`src/rtl/prom_boot_pkg.sv`:
```
// rtl/prom_boot_pkg.sv - shared state encoding and PROM geometry for the boot loader
package prom_boot_pkg;

  localparam int PROM_AW    = 9;
  localparam int PROM_DW    = 8;
  localparam int PROM_DEPTH = 512;

  typedef enum logic [1:0] {
    IDLE = 2'd0,
    READ = 2'd1,
    EMIT = 2'd2,
    FIN  = 2'd3
  } state_e;

  // Index width that stays at least one bit for single-entry ranges.
  function automatic int idx_w(input int n);
    return (n > 1) ? $clog2(n) : 1;
  endfunction

endpackage

```
`src/rtl/prom_byte_packer.sv`:
```
// rtl/prom_byte_packer.sv - lane-addressed byte insert register building one output word
module prom_byte_packer
  import prom_boot_pkg::*;
#(
  parameter int BYTES  = 4,
  parameter int LANE_W = idx_w(BYTES)
) (
  input  logic                     clk,
  input  logic                     reset,
  input  logic                     clear,
  input  logic                     load,
  input  logic [LANE_W-1:0]        lane,
  input  logic [PROM_DW-1:0]       din,
  output logic [PROM_DW*BYTES-1:0] word
);

  logic [PROM_DW*BYTES-1:0] data_q, data_d;

  always_comb begin
    data_d = data_q;
    if (clear) begin
      data_d = '0;
    end else begin
      for (int i = 0; i < BYTES; i++) begin
        if (load && lane == LANE_W'(i)) data_d[PROM_DW*i +: PROM_DW] = din;
      end
    end
  end

  always_ff @(posedge clk) begin
    if (reset) data_q <= '0;
    else       data_q <= data_d;
  end

  assign word = data_q;

endmodule

```
`src/rtl/prom_boot_loader.sv`:
```
// rtl/prom_boot_loader.sv - walks the boot PROM and emits packed words over valid/ready
module prom_boot_loader
  import prom_boot_pkg::*;
#(
  parameter int BYTES     = 4,
  parameter int READ_WAIT = 2,
  parameter int BASE_ADDR = 0,
  parameter int NUM_WORDS = 128
) (
  input  logic                     clk,
  input  logic                     reset,
  input  logic                     start,
  output logic                     busy,
  output logic                     done,
  output logic [PROM_AW-1:0]       rom_addr,
  output logic                     rom_ce_n,
  input  logic [PROM_DW-1:0]       rom_data,
  output logic [PROM_DW*BYTES-1:0] word_data,
  output logic [PROM_AW-1:0]       word_index,
  output logic                     word_valid,
  input  logic                     word_ready
);

  localparam int WW = idx_w(READ_WAIT);
  localparam int BW = idx_w(BYTES);

  if (BYTES < 1 || BYTES > 6 || READ_WAIT < 1 || NUM_WORDS < 1 || BASE_ADDR < 0 ||
      BASE_ADDR + NUM_WORDS * BYTES > PROM_DEPTH) begin : g_bad_cfg
    $error("prom_boot_loader: illegal BYTES/READ_WAIT/BASE_ADDR/NUM_WORDS combination");
  end

  state_e             state_q, state_d;
  logic [WW-1:0]      wait_q, wait_d;
  logic [BW-1:0]      byte_q, byte_d;
  logic [PROM_AW-1:0] addr_q, addr_d;
  logic [PROM_AW-1:0] index_q, index_d;
  logic               ce_n_q, ce_n_d;
  logic               valid_q, valid_d;
  logic               busy_q, busy_d;
  logic               done_q, done_d;
  logic               capture, clear;

  always_comb begin
    state_d = state_q;
    wait_d  = wait_q;
    byte_d  = byte_q;
    addr_d  = addr_q;
    index_d = index_q;
    ce_n_d  = ce_n_q;
    valid_d = valid_q;
    busy_d  = busy_q;
    done_d  = 1'b0;
    capture = 1'b0;
    clear   = 1'b0;
    case (state_q)
      IDLE: if (start) begin
        state_d = READ;
        addr_d  = PROM_AW'(BASE_ADDR);
        ce_n_d  = 1'b0;
        byte_d  = '0;
        wait_d  = '0;
        index_d = '0;
        busy_d  = 1'b1;
        clear   = 1'b1;
      end
      READ: begin
        if (wait_q == WW'(READ_WAIT - 1)) begin
          capture = 1'b1;
          addr_d  = addr_q + PROM_AW'(1);
          if (byte_q == BW'(BYTES - 1)) begin
            state_d = EMIT;
            ce_n_d  = 1'b1;
            valid_d = 1'b1;
          end else begin
            byte_d = byte_q + BW'(1);
            wait_d = '0;
          end
        end else begin
          wait_d = wait_q + WW'(1);
        end
      end
      EMIT: if (valid_q && word_ready) begin
        valid_d = 1'b0;
        if (index_q == PROM_AW'(NUM_WORDS - 1)) begin
          state_d = FIN;
          busy_d  = 1'b0;
          done_d  = 1'b1;
        end else begin
          state_d = READ;
          index_d = index_q + PROM_AW'(1);
          byte_d  = '0;
          wait_d  = '0;
          ce_n_d  = 1'b0;
        end
      end
      FIN:     state_d = IDLE;
      default: state_d = IDLE;
    endcase
  end

  always_ff @(posedge clk) begin
    if (reset) begin
      state_q <= IDLE;
      wait_q  <= '0;
      byte_q  <= '0;
      addr_q  <= '0;
      index_q <= '0;
      ce_n_q  <= 1'b1;
      valid_q <= 1'b0;
      busy_q  <= 1'b0;
      done_q  <= 1'b0;
    end else begin
      state_q <= state_d;
      wait_q  <= wait_d;
      byte_q  <= byte_d;
      addr_q  <= addr_d;
      index_q <= index_d;
      ce_n_q  <= ce_n_d;
      valid_q <= valid_d;
      busy_q  <= busy_d;
      done_q  <= done_d;
    end
  end

  prom_byte_packer #(.BYTES(BYTES), .LANE_W(BW)) u_packer (
    .clk   (clk),
    .reset (reset),
    .clear (clear),
    .load  (capture),
    .lane  (byte_q),
    .din   (rom_data),
    .word  (word_data)
  );

  assign busy       = busy_q;
  assign done       = done_q;
  assign rom_addr   = addr_q;
  assign rom_ce_n   = ce_n_q;
  assign word_index = index_q;
  assign word_valid = valid_q;

endmodule

```
`config.mk`:
```
export PLATFORM = sky130hd
export DESIGN_NAME = prom_boot_loader
export DESIGN_NICKNAME = d
export VERILOG_FILES = /design/src/rtl/prom_boot_pkg.sv /design/src/rtl/prom_byte_packer.sv /design/src/rtl/prom_boot_loader.sv
export SDC_FILE = /design/constraint.sdc
export NUM_CORES = 1
export LEC_CHECK = 0
export BUFFER_PORTS_ARGS = -buffer_cell sky130_fd_sc_hd__buf_2
export CELL_PAD_IN_SITES_DETAIL_PLACEMENT = 0
export CELL_PAD_IN_SITES_GLOBAL_PLACEMENT = 2
export CORE_ASPECT_RATIO = 1.1
export CORE_UTILIZATION = 27
export CTS_BUF_LIST = sky130_fd_sc_hd__clkbuf_16
export DETAILED_ROUTE_END_ITERATION = 10
export PLACE_DENSITY_LB_ADDON = 0.1
export SETUP_SLACK_MARGIN = 0.1
export SLEW_MARGIN = 20
export SYNTH_ARGS = -nofsm -noshare
export SYNTH_HDL_FRONTEND = slang
export SYNTH_SLANG_ARGS = --single-unit
```
`constraint.sdc`:
```
create_clock -name clk -period 1.8 [get_ports clk]
set_input_delay 0.36 -clock clk [delete_from_list [all_inputs] [get_ports clk]]
set_output_delay 0.36 -clock clk [all_outputs]
set_load 0.005 [all_outputs]
```
==> reports/results.ini, run 1 <==
[floorplanning]
die_y_um=102.8
core_um2=8919
num_io_pins=66
die-area_um2=9634
die_w_um=93.68
num_rows=36
start_util_pct=27.99

[cts]
htreeDepth=3
cts_root_buf=clkbuf_16
insertion_delay_ps=320
cts_hold_buffers=0
clock_path_buffers=2
clkSinkCount=59
clk_pin_slew_ps=50
cts_tree=yes
cts_buffers=9

[critical_path]
critPathLaunchType=flop
endpoint_kind=flop
critPathMaxFanout=14
crit_arrival_ps=1860
path_class=reg2reg
cp_cell_sequence=ha_2 -> and2_1 -> and4_4 -> or4_1 -> a21oi_1
crit_slowest_cell=or4_1
required_ps=2050
slowest_delay_ps=520

[global_routing]
grt_use_total_pct=14.87
grt_pass1_vias=2145
antenna_found_initial=0
grt_pass1_wl_um=10780
grt-ovfl-total=0
grt_max_degree=24

[final_layout]
diodes=0
final_common_cell=nand2_1
nNetsFinal=395
final_cell_mix=79 x nand2_1, 65 x buf_2, 58 x dfxtp_1
syn2layout_area_growth_pct=33.53
drive_gt1_share_pct=27.49

[synth]
yosys_warnings=0
ys_types=39
synth_seq_cells=59
synth_area_um2=2496
yosysSeqAreaShare_pct=47.32
synth_nets=321
syn_inst=303
syn_area_per_cell_um2=8.238

[timing]
min_period_ps=1614
slew_headroom_pct=69.51
setup_ws_ps=186.0
finalSetupTns_ps=0
rsz0062_at_grt=false
period_share_pct=89.67
finalHoldViolCount=0
clock_skew_ps=7.134
setup_viol_count_final=0
tightest_slew_ps=456.8
slew_viol_final=0
max_freq_mhz=619.6

[pwr]
ir_drop_v=0.0004130
leakage_nw=1.339
powerDensity_nw_per_um2=974.0

[detailed_routing]
firstDrtPassIters=4
viasPerCell=4.669
first_iter_violations=44
vias=2316
wl_per_cell_um=14.00
antenna_left=0
wl_um=6944
drc=0

[worst_hold_path]
hp-class=in2reg

[placed_design]
place_ws_ps=163.2
io_buffer_count=65
hpwl_um=4852
gp_congestion=0.7081

[outcome]
outcome=finished clean

[job]
maxCapViolCount=0

[what timing repair did]
action | in CTS | in global routing
endpoints found under the hold margin | 0 | 0
gates resized for setup | 0 | 3
setup buffers | 0 | 2
setup endpoints to repair | 0 | 12
[cells by family (layout without fill, tap and decap cells)]
group / count (synthesis) / count (layout) / synth area share (%)
AND/OR/NAND/NOR: 139 / 139 / 27.52
flip-flops: 59 / 59 / 47.32
buffers and inverters: 24 / 103 / 4.311
adder cells (fa/ha/maj): 6 / 6 / 3.007
multiplexers: 3 / 3 / 1.203
AO/OA/AOI/OAI: 66 / 66 / 14.54
XOR/XNOR: 6 / 6 / 2.105
[cells in the mapped netlist]
| library cell | instances | area, um2 |
|---|---|---|
| nand2_1 | 79 | 296.5 |
| dfxtp_1 | 59 | 1181 |
| a21oi_1 | 45 | 225.2 |
| nor2_1 | 11 | 41.29 |
| clkbuf_1 | 9 | 33.78 |
| nand4_1 | 9 | 56.30 |
| buf_2 | 8 | 40.04 |
| o21ai_0 | 7 | 35.03 |
| and2_1 | 6 | 37.54 |
| ha_1 | 6 | 75.07 |
| nor3_1 | 6 | 30.03 |
| inv_1 | 5 | 18.77 |
| o31ai_1 | 5 | 37.54 |
| or4_1 | 5 | 37.54 |
| xnor2_1 | 5 | 43.79 |
| or3_1 | 4 | 25.02 |
| a211oi_1 | 3 | 22.52 |
| mux2i_1 | 3 | 30.03 |
| nand3_1 | 3 | 15.01 |
| nand4b_1 | 3 | 26.28 |
| and3_1 | 2 | 12.51 |
| o21ai_1 | 2 | 10.01 |
| or2_1 | 2 | 12.51 |
| and3b_1 | 1 | 8.760 |
| and4_1 | 1 | 8.760 |
| and4_4 | 1 | 11.26 |
| and4b_4 | 1 | 13.76 |
| buf_6 | 1 | 11.26 |
| inv_2 | 1 | 3.750 |
| nor2_2 | 1 | 6.260 |
| nor2b_1 | 1 | 6.260 |
| nor3b_1 | 1 | 7.510 |
| nor3b_4 | 1 | 18.77 |
| nor4b_2 | 1 | 15.01 |
| o2111ai_1 | 1 | 8.760 |
| o22ai_1 | 1 | 6.260 |
| o31a_1 | 1 | 8.760 |
| o41ai_1 | 1 | 8.760 |
| xor2_1 | 1 | 8.760 |
[metrics by stage]
stage	area, um2	util [%]	instances	hold WS [ps]	total power [W]
2_1_floorplan	2507	-	303	452.7	0.001438
3_5_place_dp	3000	33.64	478	444.8	0.001511
4_1_cts	3309	37.11	494	298.0	0.003306
5_1_grt	3333	37.37	496	316.5	0.003364
6_report	3333	37.37	496	307.2	0.003247
3_3_place_gp	3000	33.64	478	440.6	0.001512
[per-layer routing]
layer / share of wire, % / track usage (%)
met1: 48 / 19.25
met2: 46 / 23.25
met3: 5.0 / 3.540
met4: 0.89 / 7.456
met5: 0 / 0
[report_power, final]
| part | total [W] | internal, W | switching (W) |
|---|---|---|---|
| sequential | 0.00133 | 0.00132 | 0.0000116 |
| combinational | 0.000150 | 0.0000528 | 0.0000974 |
| clock | 0.00176 | 0.00119 | 0.000572 |
[registers in the layout, summed over array words and instances (netlist names)]
signal,flops
wait_q,1
state_q,2
done,1
word_index,9
u_packer.word,32
byte_q,2
rom_addr,9
word_valid,1
rom_ce_n,1
busy,1
[final cells by class]
cell class | count | area [um2]
clock buffers | 9 | 225.2
clock inverters | 7 | 83.83
inverters | 6 | 22.52
fillers | 966 | 5585
well taps | 114 | 142.6
repair buffers | 81 | 457.9
multi-input cells | 220 | 1219
flip-flops and latches | 59 | 1182
[critical path, delay by kind of cell (launching register included)]
kind / cells / cell delay (ps)
and+or+nand+nor: 3 / 890
adders and majority gates: 1 / 180
DFF: 1 / 330
AOI/OAI and AO/OA: 1 / 150
[final timing paths]
path	cells after the start	end	startpoint	slack [ps]
min	2	word_index[0]$_SDFFE_PP0P_	reset	310
min reg2reg	2	u_packer.word[4]$_SDFFE_PP0P_	u_packer.word[4]$_SDFFE_PP0P_	450
max	5	word_index[4]$_SDFFE_PP0P_	word_index[0]$_SDFFE_PP0P_	190
max reg2reg	5	word_index[4]$_SDFFE_PP0P_	word_index[0]$_SDFFE_PP0P_	190
(Power assumes the default switching activity.)
==> inputs of run 2 (changes only) <==
--- a/config.mk
+++ b/config.mk
@@ -9,7 +9,7 @@
 export CELL_PAD_IN_SITES_DETAIL_PLACEMENT = 0
 export CELL_PAD_IN_SITES_GLOBAL_PLACEMENT = 2
 export CORE_ASPECT_RATIO = 1.1
-export CORE_UTILIZATION = 27
+export CORE_UTILIZATION = 32
 export CTS_BUF_LIST = sky130_fd_sc_hd__clkbuf_16
 export DETAILED_ROUTE_END_ITERATION = 10
 export PLACE_DENSITY_LB_ADDON = 0.1
@@ -17,4 +17,5 @@
 export SLEW_MARGIN = 20
 export SYNTH_ARGS = -nofsm -noshare
 export SYNTH_HDL_FRONTEND = slang
+export SYNTH_HIERARCHICAL = 1
 export SYNTH_SLANG_ARGS = --single-unit
==> constraint.sdc (replaced) <==
create_clock -name clk -period 1.5 [get_ports clk]
set_input_delay 0.3 -clock clk [delete_from_list [all_inputs] [get_ports clk]]
set_output_delay 0.3 -clock clk [all_outputs]
set_load 0.005 [all_outputs]
==> reports/results.ini, run 2 <==
[timing]
max_freq_mhz=607.1
min_period_ps=1647
slew_headroom_pct=80.30
finalHoldViolCount=0
rsz0062_at_grt=true
setup_viol_count_final=39
slew_viol_final=0
hold_ws_ps=294.9
setup_ws_ps=-147.3
period_share_pct=109.8
tightest_slew_ps=293.0
clock_skew_ps=6.968

[synth]
ys_types=49
yosys.cell_count.top_type=dfxtp_1
synth_area_um2=2725
yosysSeqAreaShare_pct=43.34
ys.flop_type=dfxtp_1
synth.largest_area_cell=dfxtp_1
synth_seq_cells=59
syn_area_per_cell_um2=10.02
yosys_warnings=6
synth_edf_count=0
ys_async_sr_fraction_pct=0
syn_inst=272
yosys.area.top_type_share_pct=43.34
synth_common_cells=59 x dfxtp_1, 33 x mux2i_1, 32 x or3b_2
synth_area_leaders=dfxtp_1 43%, mux2i_1 12%, or3b_2 10%
synth_nets=287

[floorplanning]
num_rows=34
die-area_um2=8889
num_io_pins=66
die_w_um=89.99
core_um2=8083
start_util_pct=33.72
die_y_um=98.79

[cts]
cts_hold_buffers=0
cts_tree=yes
clock_path_buffers=2
cts_buffers=9
cts_root_buf=clkbuf_16
htreeDepth=3
insertion_delay_ps=330
clkSinkCount=59
clk_pin_slew_ps=50

[global_routing]
grt-ovfl-total=0
grt_use_total_pct=17.67
antenna_found_initial=0
grt_pass1_wl_um=12260
grt_max_degree=24
grt_pass1_vias=2491

[critical_path]
crit_arrival_ps=1850
path_class=reg2reg
critPathLaunchType=flop
cp_cell_sequence=or3b_4 -> clkinv_4 -> o2111ai_4 -> buf_4 -> o31ai_1 -> a21oi_2
cp.buffers_inverters=2
endpoint_kind=flop
slowest_delay_ps=420
worstSetupStartpoint=state_q[0]$_SDFFE_PP0P_
required_ps=1710
critPathMaxFanout=5
cp_top_family=compound AO/OA/AOI/OAI gates
r2r_start=state_q[0]$_SDFFE_PP0P_
crit_slowest_cell=or3b_4

[pwr]
p_comb_share_pct=8.9
powerDensity_nw_per_um2=889.1
swShare_pct=23.77
p_total_w=0.003727
pwr-share-seq_pct=42.7
internal_power_w=0.002841
leakage_nw=1.891
clock_power_share_pct=48.4
power.switching_w=0.0008859
ir_drop_v=0.0004891

[worst_hold_path]
hp-class=in2reg
min_from=reset

[detailed_routing]
viasPerCell=4.827
wl_per_cell_um=14.58
firstDrtPassIters=4
vias=2433
wl_um=7347
first_iter_violations=56
drc=0
antenna_left=0

[final_layout]
nNetsFinal=406
syn2layout_area_growth_pct=53.81
final_cell_mix=65 x buf_2, 54 x dfxtp_1, 42 x buf_4
final_util_pct=51.86
largest_register_ffs=32
final_cell_area_um2=4192
diodes=0
final_common_cell=buf_2
drive_gt1_share_pct=56.31

[job]
maxCapViolCount=0

[placed_design]
gp_congestion=0.7799
hpwl_um=5230
placed_area_um2=3546
io_buffer_count=65

[outcome]
violations=negative setup slack
outcome=finished with violations

## run 2: area by class of cell
cell class              instances  area, um2
clock buffers                   9      225.2
repair buffers                124      870.8
fillers                       804       3891
inverters                       4      20.02
well taps                     108      135.1
clock inverters                 7      35.03
flip-flops and latches         59       1192
multi-input cells             193       1713
## run 2: worst paths after layout
check | end | slack [ps] | cells past startpoint
setup / recovery | word_index[5]$_SDFFE_PP0P_ | -150 | 6
hold / removal | word_valid$_SDFFE_PP0P_ | 290 | 2
setup reg to reg | word_index[5]$_SDFFE_PP0P_ | -150 | 6
hold reg to reg | busy$_SDFFE_PP0P_ | 480 | 2
## run 2: logic make-up after synthesis
logic type,after synthesis,share of synthesized area (%)
adders and majority gates,3,1.378
buffers and inverters,21,3.444
xor gates and xnor gates,8,2.571
AOI/OAI and AO/OA,36,8.862
DFF,59,43.34
and+or+nand+nor,112,28.28
muxes,33,12.12
## run 2: power groups by stage
stage          Clock, W  Combinational [W]  Sequential (W)
6_report        0.00180           0.000333         0.00159
3_5_place_dp          0           0.000254         0.00162
5_1_grt         0.00192           0.000362         0.00159
2_1_floorplan         0           0.000138         0.00162
3_3_place_gp          0           0.000254         0.00162
4_1_cts         0.00185           0.000282         0.00159
## run 2: repair_timing
| action | CTS | global route |
|---|---|---|
| gates cloned | 1 | 0 |
| buffers inserted | 3 | 10 |
| resized for setup | 22 | 45 |
| endpoints found under the setup margin | 49 | 56 |
| pin swaps | 11 | 15 |
## run 2: layer usage
layer	track usage, %	vias to the layer above	share of wire (%)
li1	-	1237	-
met1	20.36	1139	44
met2	30.18	53	49
met3	6.481	4	6.2
met4	6.328	0	0.72
met5	0	-	0
## run 2: stage by stage
| step | TNS, ps | worst slack [ps] | instances |
|---|---|---|---|
| floorplan | -252.2 | -57.51 | 272 |
| CTS | -1579 | -115.7 | 494 |
| detailed placement | -4821 | -187.2 | 474 |
| global placement | -4442 | -163.9 | 474 |
| finish | -1900 | -147.3 | 504 |
| global route | -4873 | -189.6 | 504 |
==> inputs of run 3 (changes only) <==
--- a/config.mk
+++ b/config.mk
@@ -5,14 +5,16 @@
 export SDC_FILE = /design/constraint.sdc
 export NUM_CORES = 1
 export LEC_CHECK = 0
-export BUFFER_PORTS_ARGS = -buffer_cell sky130_fd_sc_hd__buf_2
+export ABC_AREA = 1
 export CELL_PAD_IN_SITES_DETAIL_PLACEMENT = 0
 export CELL_PAD_IN_SITES_GLOBAL_PLACEMENT = 2
 export CORE_ASPECT_RATIO = 1.1
-export CORE_UTILIZATION = 32
+export CORE_UTILIZATION = 33
 export CTS_BUF_LIST = sky130_fd_sc_hd__clkbuf_16
 export DETAILED_ROUTE_END_ITERATION = 10
+export DONT_BUFFER_PORTS = 1
 export PLACE_DENSITY_LB_ADDON = 0.1
+export RECOVER_POWER = 100
 export SETUP_SLACK_MARGIN = 0.1
 export SLEW_MARGIN = 20
 export SYNTH_ARGS = -nofsm -noshare
==> reports/results.ini, run 3 <==
[cts]
cts_hold_buffers=0
clkSinkCount=59
cts_root_buf=clkbuf_16
insertion_delay_ps=320
cts_buffers=9
cts_tree=yes
clk_pin_slew_ps=50
htreeDepth=3
clock_path_buffers=2

[global_routing]
grt_max_degree=33
grt_pass1_vias=2441
antenna_found_initial=0
grtUsageMet3_pct=5.000
grt_busiest_layer=met2
grt_use_met1_pct=18.95
grt-ovfl-total=0
grt_pass1_wl_um=12010
grt_use_total_pct=16.82
met2_usage_pct=29.90

[synth]
yosys_warnings=6
synth_area_leaders=dfxtp_1 41%, nand2_1 15%, nor2_1 11%
yosys.area.top_type_share_pct=40.90
ys_types=24
syn_inst=429
yosys.cell_count.top_type=nand2_1
synth_seq_cells=59
synth_common_cells=112 x nand2_1, 86 x nor2_1, 63 x inv_1
synth_nets=444
syn_area_per_cell_um2=6.731
yosysSeqAreaShare_pct=40.90
synth.largest_area_cell=dfxtp_1
synth_edf_count=0
ys.flop_type=dfxtp_1
ys_async_sr_fraction_pct=0
synth_area_um2=2888

[final_layout]
final_util_pct=41.72
drive_gt1_share_pct=15.09
diodes=0
syn2layout_area_growth_pct=22.10
final_cell_mix=108 x nand2_1, 84 x nor2_1, 62 x inv_1
final_common_cell=nand2_1
largest_register_ffs=32
nNetsFinal=474

[timing]
slew_viol_final=0
clock_skew_ps=5.153
min_period_ps=1368
slew_headroom_pct=78.25
setup_viol_count_final=0
max_freq_mhz=731.1
rsz0062_at_grt=true
finalHoldViolCount=0
finalSetupTns_ps=0
tightest_slew_ps=325.4
period_share_pct=91.19
setup_ws_ps=132.1

[placed_design]
hpwl_um=5224
io_buffer_count=0
gp_congestion=0.7128
place_ws_ps=18.98

[pwr]
leakage_nw=1.571
powerDensity_nw_per_um2=1278
ir_drop_v=0.0005215

[worst_hold_path]
holdPathEnd=rom_addr[8]$_SDFFE_PP0P_
min_path_cells=1
min_from=reset
hp-class=in2reg

[floorplanning]
core_um2=8452
num_io_pins=66
die-area_um2=9129
start_util_pct=34.17
num_rows=35
die_w_um=91.19
die_y_um=100.1

[job]
maxCapViolCount=0

[critical_path]
path_class=reg2reg
critPathMaxFanout=16
worst-r2r-cell-count=8
critPathLaunchType=flop
r2r-end=u_packer/word[31]$_SDFFE_PP0P_
r2r_start=state_q[0]$_SDFFE_PP0P_
required_ps=1760
ff2ff_setup_slack_ps=130
endpoint_kind=flop
crit_arrival_ps=1630

[detailed_routing]
wl_um=7668
vias=2590
antenna_left=0
firstDrtPassIters=4
first_iter_violations=49
viasPerCell=4.504
wl_per_cell_um=13.34
drc=0

[outcome]
outcome=finished clean

run 3: changes by cell type after synthesis, moves of 9 or more:
| cell | previous run | this run |
|---|---|---|
| clkbuf_1 | 10 | 1 |
| mux2i_1 | 33 | 0 |
| or3b_1 | 9 | 0 |
| nand3_1 | 7 | 21 |
| a21oi_1 | 13 | 24 |
| or3b_2 | 32 | 0 |
| nor2_1 | 16 | 86 |
| nand2_1 | 11 | 112 |
| inv_1 | 3 | 63 |
run 3: per-layer routing:
metal / wire, um / vias to the layer above
met4: 76 / 0
met3: 417 / 6
li1: - / 1381
met5: 0 / -
met2: 3809 / 57
met1: 3363 / 1146
run 3: through the flow:
| step | instance area [um2] | hold WS (ps) | power [W] | instances |
|---|---|---|---|---|
| after floorplan | 2895 | 434.9 | 0.002277 | 429 |
| after global placement | 3124 | 372.1 | 0.002469 | 552 |
| after detailed placement | 3124 | 373.4 | 0.002475 | 552 |
| after CTS | 3436 | 34.88 | 0.004497 | 570 |
| after global routing | 3526 | 33.81 | 0.004753 | 575 |
| final | 3526 | 44.44 | 0.004505 | 575 |
run 3: logic make-up after synthesis:
group	count (synthesis)	share of synthesized area, %
DFF	59	40.90
adders and majority gates	3	1.300
xor gates and xnor gates	1	0.3033
AOI/OAI and AO/OA	33	5.806
buffers and inverters	78	12.35
and+or+nand+nor	255	39.34
run 3: final cells by class:
type                            count  area (um2)
Clock buffer                        9       225.2
Timing Repair Buffer               28       247.7
Fill cell                         916        4926
Multi-Input combinational cell    295        1420
Tap cell                          111       138.9
Sequential cell                    59        1184
Inverter                           66       250.2
Clock inverter                      7       60.06
run 3: repair_timing:
action | in CTS | in global routing
resized for setup | 6 | 23
cloned | 0 | 4
pin swaps | 0 | 8
setup endpoints to repair | 46 | 44
buffers inserted | 2 | 1
run 3: power by group:
group / switching [W] / leakage, nW / total, W / internal (W)
clock: 0.000715 / 0.144 / 0.00198 / 0.00126
combinational: 0.000525 / 0.949 / 0.000816 / 0.000291
sequential: 0.0000663 / 0.478 / 0.00171 / 0.00165
total: 0.00131 / 1.57 / 0.00451 / 0.00320
run 3: worst max-delay path, stage by stage, from the launching register on:
cell,delay (ps)
dfxtp_2,340
buf_4,120
nor2_2,40
nand2_2,130
inv_2,80
nor2_2,230
clkbuf_16,240
nand2_1,60
nor2_1,80
run 3: how the worst max path moves through the flow:
stage / start / end / depth (start not counted)
2_1_floorplan: state_q[1]$_SDFFE_PP0P_ / u_packer/word[0]$_SDFFE_PP0P_ / 7
3_3_place_gp: state_q[1]$_SDFFE_PP0P_ / word_index[0]$_SDFFE_PP0P_ / 7
3_5_place_dp: state_q[1]$_SDFFE_PP0P_ / word_index[0]$_SDFFE_PP0P_ / 7
4_1_cts: word_index[0]$_SDFFE_PP0P_ / word_index[7]$_SDFFE_PP0P_ / 9
5_1_grt: word_index[1]$_SDFFE_PP0P_ / word_index[8]$_SDFFE_PP0P_ / 8
6_report: state_q[0]$_SDFFE_PP0P_ / u_packer/word[31]$_SDFFE_PP0P_ / 8
